--- config.mk ---
export PLATFORM = sky130hd
export DESIGN_NAME = clk_period_meter
export DESIGN_NICKNAME = d
export VERILOG_FILES = /design/src/rtl/clk_period_meter.sv
export SDC_FILE = /design/constraint.sdc
export NUM_CORES = 1
export LEC_CHECK = 0
export ABC_CLOCK_PERIOD_IN_PS = 3100
export CAP_MARGIN = 20
export CORE_ASPECT_RATIO = 1.25
export CORE_MARGIN = 1
export CORE_UTILIZATION = 35
export CTS_CLUSTER_DIAMETER = 200
export DETAILED_ROUTE_END_ITERATION = 16
export PLACE_DENSITY = 0.65
export SLEW_MARGIN = 20
export SYNTH_ARGS = -nofsm -noshare
export SYNTH_HDL_FRONTEND = slang
export SYNTH_SLANG_ARGS = --single-unit
--- constraint.sdc ---
create_clock -name sys_clk -period 3.1 [get_ports sys_clk]
set_input_delay 0.31 -clock sys_clk [delete_from_list [all_inputs] [get_ports sys_clk]]
set_output_delay 0.31 -clock sys_clk [all_outputs]
set_load 0.02 [all_outputs]
--- src/rtl/clk_period_meter.sv ---
// rtl/clk_period_meter.sv - measures period and high time of a slow asynchronous clock in sys_clk cycles
// Also reports lock on a stable period and a sticky timeout when clk_in stalls.
module clk_period_meter #(
  parameter int unsigned      CNT_W    = 16,
  parameter logic [CNT_W-1:0] TIMEOUT  = 16'd1000,
  parameter logic [2:0]       LOCK_CNT = 3'd4
) (
  input  logic             sys_clk,
  input  logic             sys_rst_n,
  input  logic             clk_in,
  output logic [CNT_W-1:0] period,
  output logic [CNT_W-1:0] high_time,
  output logic             valid,
  output logic             locked,
  output logic             timeout
);

  typedef enum logic {
    IDLE    = 1'b0,
    MEASURE = 1'b1
  } state_e;

  localparam logic [CNT_W-1:0] CNT_ONE = CNT_W'(1);
  localparam logic [CNT_W-1:0] CNT_MAX = {CNT_W{1'b1}};

  state_e           state_q, state_d;
  logic             meta_q, sync_q, sync_dly_q;
  logic [CNT_W-1:0] cnt_per_q, cnt_per_d;
  logic [CNT_W-1:0] cnt_hi_q, cnt_hi_d;
  logic [CNT_W-1:0] hi_latch_q, hi_latch_d;
  logic [CNT_W-1:0] period_q, period_d;
  logic [CNT_W-1:0] high_time_q, high_time_d;
  logic             valid_q, valid_d;
  logic             locked_q, locked_d;
  logic             timeout_q, timeout_d;
  logic [2:0]       match_cnt_q, match_cnt_d;
  logic             rise, fall;

  assign rise = sync_q & ~sync_dly_q;
  assign fall = ~sync_q & sync_dly_q;

  always_comb begin
    state_d     = state_q;
    cnt_per_d   = cnt_per_q;
    cnt_hi_d    = cnt_hi_q;
    hi_latch_d  = hi_latch_q;
    period_d    = period_q;
    high_time_d = high_time_q;
    valid_d     = 1'b0;
    locked_d    = locked_q;
    timeout_d   = timeout_q;
    match_cnt_d = match_cnt_q;

    case (state_q)
      IDLE: begin
        if (rise) begin
          state_d   = MEASURE;
          cnt_per_d = CNT_ONE;
          cnt_hi_d  = CNT_ONE;
        end
      end

      MEASURE: begin
        if (rise) begin
          period_d    = cnt_per_q;
          high_time_d = hi_latch_q;
          valid_d     = 1'b1;
          timeout_d   = 1'b0;
          cnt_per_d   = CNT_ONE;
          cnt_hi_d    = CNT_ONE;
          // period_q is zero only after reset or timeout, so it doubles as "no previous period"
          if ((period_q != '0) && (cnt_per_q == period_q)) begin
            match_cnt_d = (match_cnt_q == LOCK_CNT) ? LOCK_CNT : match_cnt_q + 3'd1;
          end else begin
            match_cnt_d = 3'd0;
          end
          locked_d = (match_cnt_d == LOCK_CNT);
        end else if (cnt_per_q == TIMEOUT) begin
          state_d     = IDLE;
          timeout_d   = 1'b1;
          locked_d    = 1'b0;
          match_cnt_d = 3'd0;
          period_d    = '0;
          high_time_d = '0;
          cnt_per_d   = '0;
          cnt_hi_d    = '0;
        end else begin
          if (cnt_per_q != CNT_MAX) begin
            cnt_per_d = cnt_per_q + CNT_ONE;
          end
          if (sync_q && (cnt_hi_q != CNT_MAX)) begin
            cnt_hi_d = cnt_hi_q + CNT_ONE;
          end
          if (fall) begin
            hi_latch_d = cnt_hi_q;
          end
        end
      end

      default: state_d = IDLE;
    endcase
  end

  always_ff @(posedge sys_clk or negedge sys_rst_n) begin
    if (!sys_rst_n) begin
      state_q     <= IDLE;
      meta_q      <= 1'b0;
      sync_q      <= 1'b0;
      sync_dly_q  <= 1'b0;
      cnt_per_q   <= '0;
      cnt_hi_q    <= '0;
      hi_latch_q  <= '0;
      period_q    <= '0;
      high_time_q <= '0;
      valid_q     <= 1'b0;
      locked_q    <= 1'b0;
      timeout_q   <= 1'b0;
      match_cnt_q <= 3'd0;
    end else begin
      state_q     <= state_d;
      meta_q      <= clk_in;
      sync_q      <= meta_q;
      sync_dly_q  <= sync_q;
      cnt_per_q   <= cnt_per_d;
      cnt_hi_q    <= cnt_hi_d;
      hi_latch_q  <= hi_latch_d;
      period_q    <= period_d;
      high_time_q <= high_time_d;
      valid_q     <= valid_d;
      locked_q    <= locked_d;
      timeout_q   <= timeout_d;
      match_cnt_q <= match_cnt_d;
    end
  end

  assign period    = period_q;
  assign high_time = high_time_q;
  assign valid     = valid_q;
  assign locked    = locked_q;
  assign timeout   = timeout_q;

endmodule

After elaboration in Yosys (flattened, before gate mapping). Cells that the tools add are included.

RAM bits: 0. Logic and storage cells: 67. Bits in read-only memories: 0. Register bits after elaboration: 90. Output and inout port bits: 35. Bits in latches: 0. Memories kept: 0.

$add $sub $neg: 3. Bitwise logic cells: 7. Multipliers: 0. Div/mod/pow operators: 0. Muxes and demuxes: 27. Magnitude comparators: 0. Equality and inequality tests: 9. Shift operators: 0. Reduce and logical (&&, ||, !) cells: 8.

Operator list (number): 2-to-1 mux 16 bit (10); one-hot mux 16 bit (2 select lines) (2); adder 16 x 1 -> 16 bit (second input constant) (2); != test 16 bit (second input constant) (2); 2-to-1 mux 3 bit (6); equality test 16 x 10 -> 1 bit (second input constant) (1); equality test 16 bit (1); nonzero test 16 bit (1); 2-to-1 mux 1 bit (8); != test 4 x 1 -> 1 bit (second input constant) (2); equality test 3 bit (second input constant) (2); AND reduction 2 bit (3); NOT 1 bit (5); AND reduction 4 bit (1); adder 3 x 1 -> 3 bit (second input constant) (1); AND 1 bit (2); logical AND 1 bit (2); != test 2 bit (second input constant) (1); one-hot mux 1 bit (2 select lines) (1); nonzero test 2 bit (1).

Logic depth before layout (Yosys ltp). Gate-level depths: netlist of run 1.

Word-level depth: 7. Depth in mapped cells: 10.

Worst setup path before layout of run 1. No wires, ideal clock.

Path kind: register to register. Start: reg cnt_per_q[0]. End: reg cnt_hi_q[14]. Buffers on the path: 3. Setup time: 0.078 ns. Path slack: 0.262 ns. Period minus slack after synthesis: 2.838 ns. Arrival: 2.760 ns. Stages on the path, launching flop included: 11. Data required time: 3.022 ns. Cells stage by stage: dfrtp_1 > clkbuf_1 > inv_1 > ha_1 > or4b_1 > or4_4 > buf_6 > a31o_1 > buf_6 > or4_1 > a21oi_1.

Word-level cells in the longest chain between the ends: 4. Elaborated cells between the ends (all ways): 6.

Ends and longest elaborated chain: start, declared (line 28) `logic [CNT_W-1:0] cnt_per_q, cnt_per_d;`; start signal, assigned (line 124) `cnt_per_q <= cnt_per_d;`; equality test 16 x 10 -> 1 bit * (line 78) `end else if (cnt_per_q == TIMEOUT) begin`; 2-to-1 mux 16 bit (line 78); 2-to-1 mux 16 bit (line 64) `if (rise) begin`; one-hot mux 16 bit (2 select lines) (line 54) `case (state_q)`; end signal, assigned (line 125) `cnt_hi_q <= cnt_hi_d;`; end, declared (line 29) `logic [CNT_W-1:0] cnt_hi_q, cnt_hi_d;`.

Every way passes the cells marked *; elsewhere a longest branch is shown, timed or not. A chain may end at the register's enable or synchronous reset.

Worst setup path after layout of run 1.
Start: reg cnt_per_q[1]. End: reg cnt_hi_q[12].

The elaborated chain is that of the path after synthesis.

==> results of run 1 <==
[final cells by class]
type,instances,share of cell area [%]
Sequential cell,90,42.79
Multi-Input combinational cell,271,36.49
Timing Repair Buffer,60,10.27
Clock buffer,9,4.279
Tap cell,164,3.898
Clock inverter,7,1.640
Inverter,9,0.6418
[synthesized netlist by cell type, drive strengths merged (2+ instances only)]
cell type	instances
nand2	25
o221a	2
nor3	6
o311ai	2
a22o	32
a32o	7
nor4	11
o21ai	16
nand3b	3
nor2b	2
a211oi	2
a21oi	11
nand2b	3
or4b	2
or3	3
and4	2
buf	6
ha	5
or2	2
or4bb	3
or4	9
nand4	10
mux2	15
xnor2	3
dfrtp	90
a311oi	2
mux2i	3
nor2	20
xor2	18
nand3	18
o31ai	6
inv	9
and3	7
clkbuf	22
o21a	2
a31oi	3
and2	3
[registers in the layout (all words and copies together) (netlist names)]
| signal | cells |
|---|---|
| sync_dly_q | 1 |
| valid | 1 |
| timeout | 1 |
| meta_q | 1 |
| sync_q | 1 |
| cnt_hi_q | 16 |
| hi_latch_q | 16 |
| match_cnt_q | 3 |
| state_q | 1 |
| high_time | 16 |
| period | 16 |
| locked | 1 |
| cnt_per_q | 16 |
[metrics by stage]
step | worst slack, ns | cell area, µm² | total power, mW
6_report | 0.2445 | 5264 | 3.017
5_1_grt | 0.09965 | 5264 | 3.160
4_1_cts | 0.2508 | 5259 | 3.054
3_5_place_dp | 0.2728 | 4947 | 1.923
3_3_place_gp | 0.3211 | 4947 | 1.909
2_1_floorplan | 0.2616 | 4333 | 1.721
[metal layers]
metal  GRT usage (%)  wire length (µm)  part of all wire (%)  up-vias
li1                -                 -                     -     1586
met1           23.12              4702                    45     1703
met2           27.19              5078                    48      118
met3           3.030               538                   5.1       20
met4           8.355               222                   2.1        0
met5               0                 0                     0        -
[final timing paths]
| path | start | slack (ns) | to | cells after the start |
|---|---|---|---|---|
| max | cnt_per_q[1] | 0.24 | cnt_hi_q[12] | 7 |
| max reg2reg | cnt_per_q[1] | 0.24 | cnt_hi_q[12] | 7 |
| min in group sys_clk | meta_q | 0.35 | sync_q | 0 |
| min reg2reg | meta_q | 0.35 | sync_q | 0 |
| min | sys_rst_n | 0.05 | period[6] | 1 |
| max in group asynchronous | sys_rst_n | 2.31 | hi_latch_q[6] | 2 |
[cell usage in the layout (no fill, tap or decap), types with 3 or more instances in the layout]
cell type	synthesis	final
a21oi_1	11	11
a22o_1	31	31
a31oi_1	3	3
a32o_1	7	7
and2_1	3	3
and3_1	6	6
buf_4	1	24
clkbuf_16	0	9
clkdlybuf4s50_1	0	36
clkinvlp_4	0	3
dfrtp_1	90	90
ha_1	5	5
inv_1	9	9
mux2_2	15	15
mux2i_1	3	3
nand2_1	25	25
nand2b_1	3	3
nand3_1	18	18
nand3b_1	3	3
nand4_1	10	10
nor2_1	20	19
nor3_1	6	5
nor4_1	11	11
o21ai_0	15	15
o31ai_1	6	6
or3_1	3	3
or4_1	7	7
or4bb_1	3	3
xnor2_1	3	3
xor2_1	18	18
[cells by family (layout without fill, tap and decap cells)]
logic type / Yosys count / in the layout / share of synthesized area, %
buf+inv: 37 / 85 / 3.869
compound gates: 96 / 96 / 16.95
mux: 18 / 18 / 4.591
fa+ha+maj: 5 / 5 / 1.444
simple gates: 131 / 131 / 16.92
xor+xnor: 21 / 21 / 4.245
flops: 90 / 90 / 51.98
[report_power, final]
group,leakage [nW],switching (mW),internal (mW),total (mW)
clock network,0.141,0.481,0.636,1.12
registers,1.22,0.111,1.27,1.38
logic,0.989,0.280,0.238,0.519
total,2.35,0.872,2.14,3.02
==> summary.txt, run 1 <==
Full die area: 12830 µm²
WP data required: 3.37 ns
Timing-limited maximum frequency: 0.3502 GHz
Worst stage delay on the critical path: 0.60 ns
Gate count after technology mapping: 398
Fill cell instance count of the final layout: 1125
Die X: 101.5 µm
Critical Path Fanout Max: 11
Clock latency reported for the late side of the worst-skew pair: 0.35 ns
Half-perimeter wire length after detailed placement: 7248 µm
Initial cell density of the core: 35.79%
Placeable core region: 12110 µm²
Vias/cell: 5.618
Final clock period utilization by the worst path: 92.11%
Most used DFF post-synth: dfrtp_1
Total I/O pin count: 38
Type of the setup path with the least slack: register to register
Slowest cell on crit path: or4_4
Cells after DPL: 594
Post-Syn Area: 4333 µm²
CTS H-tree lvls: 3
Number of synthesized register bits: 90
Final total negative setup slack: 0 ns
Post-synthesis cell type count: 58
Syn_nets: 406
EDFF count, synth: 0
Pin count of the biggest net entering global routing: 65
Syn avg cell area: 10.89 µm²
Placement Rows: 45
Minimum clock period: 2.855 ns
Peak ir drop on the vdd network: 292.2 µV
Endpoint type of the worst setup path: register
Share of layout cells above drive strength 1: 14.80%
Hold Violations, Final: 0
Routed Antenna Nets: 0
Cells along the critical path: inv_1, ha_1, or4b_1, or4_4, a31o_1, or4_1, a21oi_1
Share of synthesized registers carrying an async set or reset: 100.0%
Detailed-route DRC error count: 0
Power per cell area: 573.2 nW/µm²
Area of the multi-input gates: 1921 µm²
Post-route core utilization: 43.48%
Die height: 126.4 µm
Run status: complete, no violations
Hold Worst Slack: 0.05017 ns
Initial drt markers: 187
Weighted congestion at the end of routability-driven global placement: 0.8372
Maximum Capacitance Violations: 0
Setup-violating endpoint count in the final report: 0
Final net count: 449
Total routing usage reported by global routing: 17.36%
First-pass GRT wire length: 17130 µm
Global route overflow: 0
WP data arrival: 3.13 ns
Clock tree sinks: 90
Number of warnings reported in the yosys synthesis log: 0
Slew @ Worst Pin: 0.8610 ns
FF+latch area: 2252 µm²
CTS-repair resized insts: 0
CTS tree: done
Number of buffer cells added on primary ports: 37
Max-slew headroom: 42.48%
Routed Wire Length: 10540 µm
RSZ-0062 raised after global routing: no
Sequential-to-total area share from yosys stat: 51.98%
Via count of the first global-routing pass: 3356
Total buffers and inverters traversed by the critical path: 1
Antenna fix cells: 0
Buffers inserted during post-CTS setup optimization: 0
Final instance count without filler cells: 610
TritonCTS buffer count: 9
WL/cell: 17.28 µm
Yosys top cell area share: 51.98%
Initial antenna violation count: 0
CTS clk-pin slew, worst paths: 0.07 ns
Clk root buf: clkbuf_16
Number of iterations in the first detailed-routing pass: 5
Kind of start point of the critical path: register
Library cell with the largest summed area after synthesis: dfrtp_1
Family with the most delay on the worst path: simple AND/OR/NAND/NOR gates
Total number of vias: 3427
Ranking of synthesized cells by area: dfrtp_1, a22o_1, mux2_2
Pins Over Slew Limit: 0
Static leakage power: 2.349 nW
Worst-case clock skew: 0.01048 ns
Worst-case clock buffer depth: 2
Path category of the worst min-delay check: primary input to async pin
Area growth syn-to-layout: 21.48%
Count of hold-fix buffers inserted at cts: 0
No activity file was read; power rests on OpenSTA's default activity.
==> run 2, diff against run 1 <==
--- a/config.mk
+++ b/config.mk
@@ -9,10 +9,9 @@
 export CAP_MARGIN = 20
 export CORE_ASPECT_RATIO = 1.25
 export CORE_MARGIN = 1
-export CORE_UTILIZATION = 35
-export CTS_CLUSTER_DIAMETER = 200
+export CORE_UTILIZATION = 33
 export DETAILED_ROUTE_END_ITERATION = 16
-export PLACE_DENSITY = 0.65
+export PLACE_DENSITY = 0.63
 export SLEW_MARGIN = 20
 export SYNTH_ARGS = -nofsm -noshare
 export SYNTH_HDL_FRONTEND = slang
==> summary.txt, run 2 (same netlist as run 1, synthesis figures left out) <==
First-pass GRT wire length: 17510 µm (was 17130 µm)
Initial drt markers: 186 (was 187)
Hold Violations, Final: 0 (unchanged)
Top library cells by usage in the layout, fill and taps aside: dfrtp_1, clkdlybuf4s50_1, a22o_1 (unchanged)
CTS-repair resized insts: 0 (unchanged)
Global route overflow: 0 (unchanged)
Power per cell area: 554.2 nW/µm² (was 573.2 nW/µm²)
Number of iterations in the first detailed-routing pass: 5 (unchanged)
Area of the multi-input gates: 1921 µm² (unchanged)
Slew @ Worst Pin: 0.8447 ns (was 0.8610 ns)
Placement Rows: 46 (was 45)
Max-slew headroom: 43.57% (was 42.48%)
Antenna fix cells: 0 (unchanged)
Most common library cell in the layout ignoring fill and taps: dfrtp_1 (unchanged)
Placeable core region: 12720 µm² (was 12110 µm²)
Clock latency reported for the late side of the worst-skew pair: 0.34 ns (was 0.35 ns)
Routed Wire Length: 10590 µm (was 10540 µm)
Vias/cell: 5.586 (was 5.618)
Weighted congestion at the end of routability-driven global placement: 0.8660 (was 0.8372)
Detailed-route DRC error count: 0 (unchanged)
Area growth syn-to-layout: 20.62% (was 21.48%)
Worst-case clock buffer depth: 2 (unchanged)
Minimum clock period: 2.866 ns (was 2.855 ns)
Count of hold-fix buffers inserted at cts: 0 (unchanged)
Path category of the worst min-delay check: primary input to async pin (unchanged)
FF+latch area: 2252 µm² (unchanged)
Total number of vias: 3424 (was 3427)
Run status: complete, no violations (unchanged)
Final net count: 449 (unchanged)
Timing-limited maximum frequency: 0.3489 GHz (was 0.3502 GHz)
Pins Over Slew Limit: 0 (unchanged)
Share of layout cells above drive strength 1: 14.61% (was 14.80%)
Initial cell density of the core: 34.06% (was 35.79%)
Total buffers and inverters traversed by the critical path: 1 (unchanged)
Critical Path Fanout Max: 11 (unchanged)
Clk root buf: clkbuf_16 (unchanged)
Routed Antenna Nets: 0 (unchanged)
Final total negative setup slack: 0 ns (unchanged)
Worst-case clock skew: 0.006931 ns (was 0.01048 ns)
Initial antenna violation count: 0 (unchanged)
Family with the most delay on the worst path: simple AND/OR/NAND/NOR gates (unchanged)
TritonCTS buffer count: 9 (unchanged)
Maximum Capacitance Violations: 0 (unchanged)
Setup-violating endpoint count in the final report: 0 (unchanged)
WP data required: 3.37 ns (about the same)
Total routing usage reported by global routing: 16.41% (was 17.36%)
CTS H-tree lvls: 3 (unchanged)
Number of buffer cells added on primary ports: 37 (unchanged)
Cells after DPL: 598 (was 594)
WP data arrival: 3.13 ns (about the same)
Half-perimeter wire length after detailed placement: 7328 µm (was 7248 µm)
Cells along the critical path: inv_1, ha_1, or4b_1, or4_4, a31o_1, or4_1, a21oi_1 (unchanged)
Peak ir drop on the vdd network: 255.2 µV (was 292.2 µV)
Kind of start point of the critical path: register (unchanged)
Die X: 104.5 µm (was 101.5 µm)
Fill cell instance count of the final layout: 1214 (was 1125)
Type of the setup path with the least slack: register to register (unchanged)
Clock tree sinks: 90 (unchanged)
Final instance count without filler cells: 613 (was 610)
RSZ-0062 raised after global routing: no (unchanged)
Launch instance of the worst register-to-register path: cnt_per_q[1] (unchanged)
Static leakage power: 2.344 nW (was 2.349 nW)
CTS tree: done (unchanged)
Via count of the first global-routing pass: 3351 (was 3356)
Endpoint of the worst-slack reg-to-reg timing path: cnt_hi_q[14] (was cnt_hi_q[12])
Reg-to-reg slack, setup: 0.23 ns (was 0.24 ns)
Buffers inserted during post-CTS setup optimization: 0 (unchanged)
CTS clk-pin slew, worst paths: 0.07 ns (about the same)
Pin count of the biggest net entering global routing: 57 (was 65)
Depth of the worst register-to-register path: 7 (unchanged)
Worst stage delay on the critical path: 0.60 ns (about the same)
WL/cell: 17.27 µm (was 17.28 µm)
Slowest cell on crit path: or4_4 (unchanged)
Endpoint type of the worst setup path: register (unchanged)
Final clock period utilization by the worst path: 92.47% (was 92.11%)
Total I/O pin count: 38 (unchanged)
Full die area: 13600 µm² (was 12830 µm²)
Post-route total power: 2.897 mW (was 3.017 mW)
Die height: 130.1 µm (was 126.4 µm)
==> run 2: cell count changes in the layout (fill, tap and decap cells not counted), sizes merged <==
| cell | previous run | this run |
|---|---|---|
| clkinvlp | 3 | 0 |
| bufinv | 1 | 0 |
| clkinv | 1 | 5 |
| inv | 11 | 10 |
==> run 2: worst register-to-register path: cells and delay by family (launching register included) <==
| family | cells | cell delay (ns) |
|---|---|---|
| compound gates | 2 | 0.52 |
| fa+ha+maj | 1 | 0.14 |
| buf+inv | 1 | 0.10 |
| flops | 1 | 0.45 |
| simple gates | 3 | 1.60 |
==> run 2: worst max path at each step <==
stage / end / from / slack, ns / cells past startpoint
after floorplan: cnt_hi_q[14] / cnt_per_q[0] / 0.26 / 10
after global placement: cnt_hi_q[12] / cnt_per_q[1] / 0.33 / 7
after detailed placement: cnt_hi_q[14] / cnt_per_q[1] / 0.25 / 7
after CTS: cnt_hi_q[14] / cnt_per_q[1] / 0.24 / 7
after global routing: cnt_hi_q[14] / cnt_per_q[1] / 0.06 / 7
final: cnt_hi_q[14] / cnt_per_q[1] / 0.23 / 7
==> run 2: report_power, final <==
group          switching (mW)  internal [mW]
Clock                   0.457          0.542
Combinational           0.277          0.238
Sequential              0.112           1.27
Total                   0.846           2.05
==> run 2: per-layer routing <==
layer | GRT usage (%) | share of wire [%] | vias up
li1 | - | - | 1584
met1 | 20.54 | 45 | 1718
met2 | 27.04 | 48 | 98
met3 | 3.497 | 3.9 | 24
met4 | 8.151 | 3.2 | 0
met5 | 0 | 0 | -
==> run 2: final cells by class <==
cell class	instances	share of cell area, %
flip-flops and latches	90	43.09
multi-input cells	271	36.75
repair buffers	60	10.34
clock buffers	9	4.309
well taps	168	4.022
clock inverters	6	0.8379
inverters	9	0.6464
==> run 2: metrics by stage <==
| stage | hold WS [ns] | worst slack, ns | cell area, µm² | util (%) |
|---|---|---|---|---|
| finish | 0.01377 | 0.2336 | 5226 | 41.09 |
| global route | 0.07286 | 0.06142 | 5226 | 41.09 |
| CTS | 0.03339 | 0.2435 | 5221 | 41.05 |
| detailed placement | 0.3387 | 0.2512 | 4952 | 38.93 |
| global placement | 0.3364 | 0.3265 | 4952 | 38.93 |
| floorplan | 0.01441 | 0.2616 | 4333 | - |
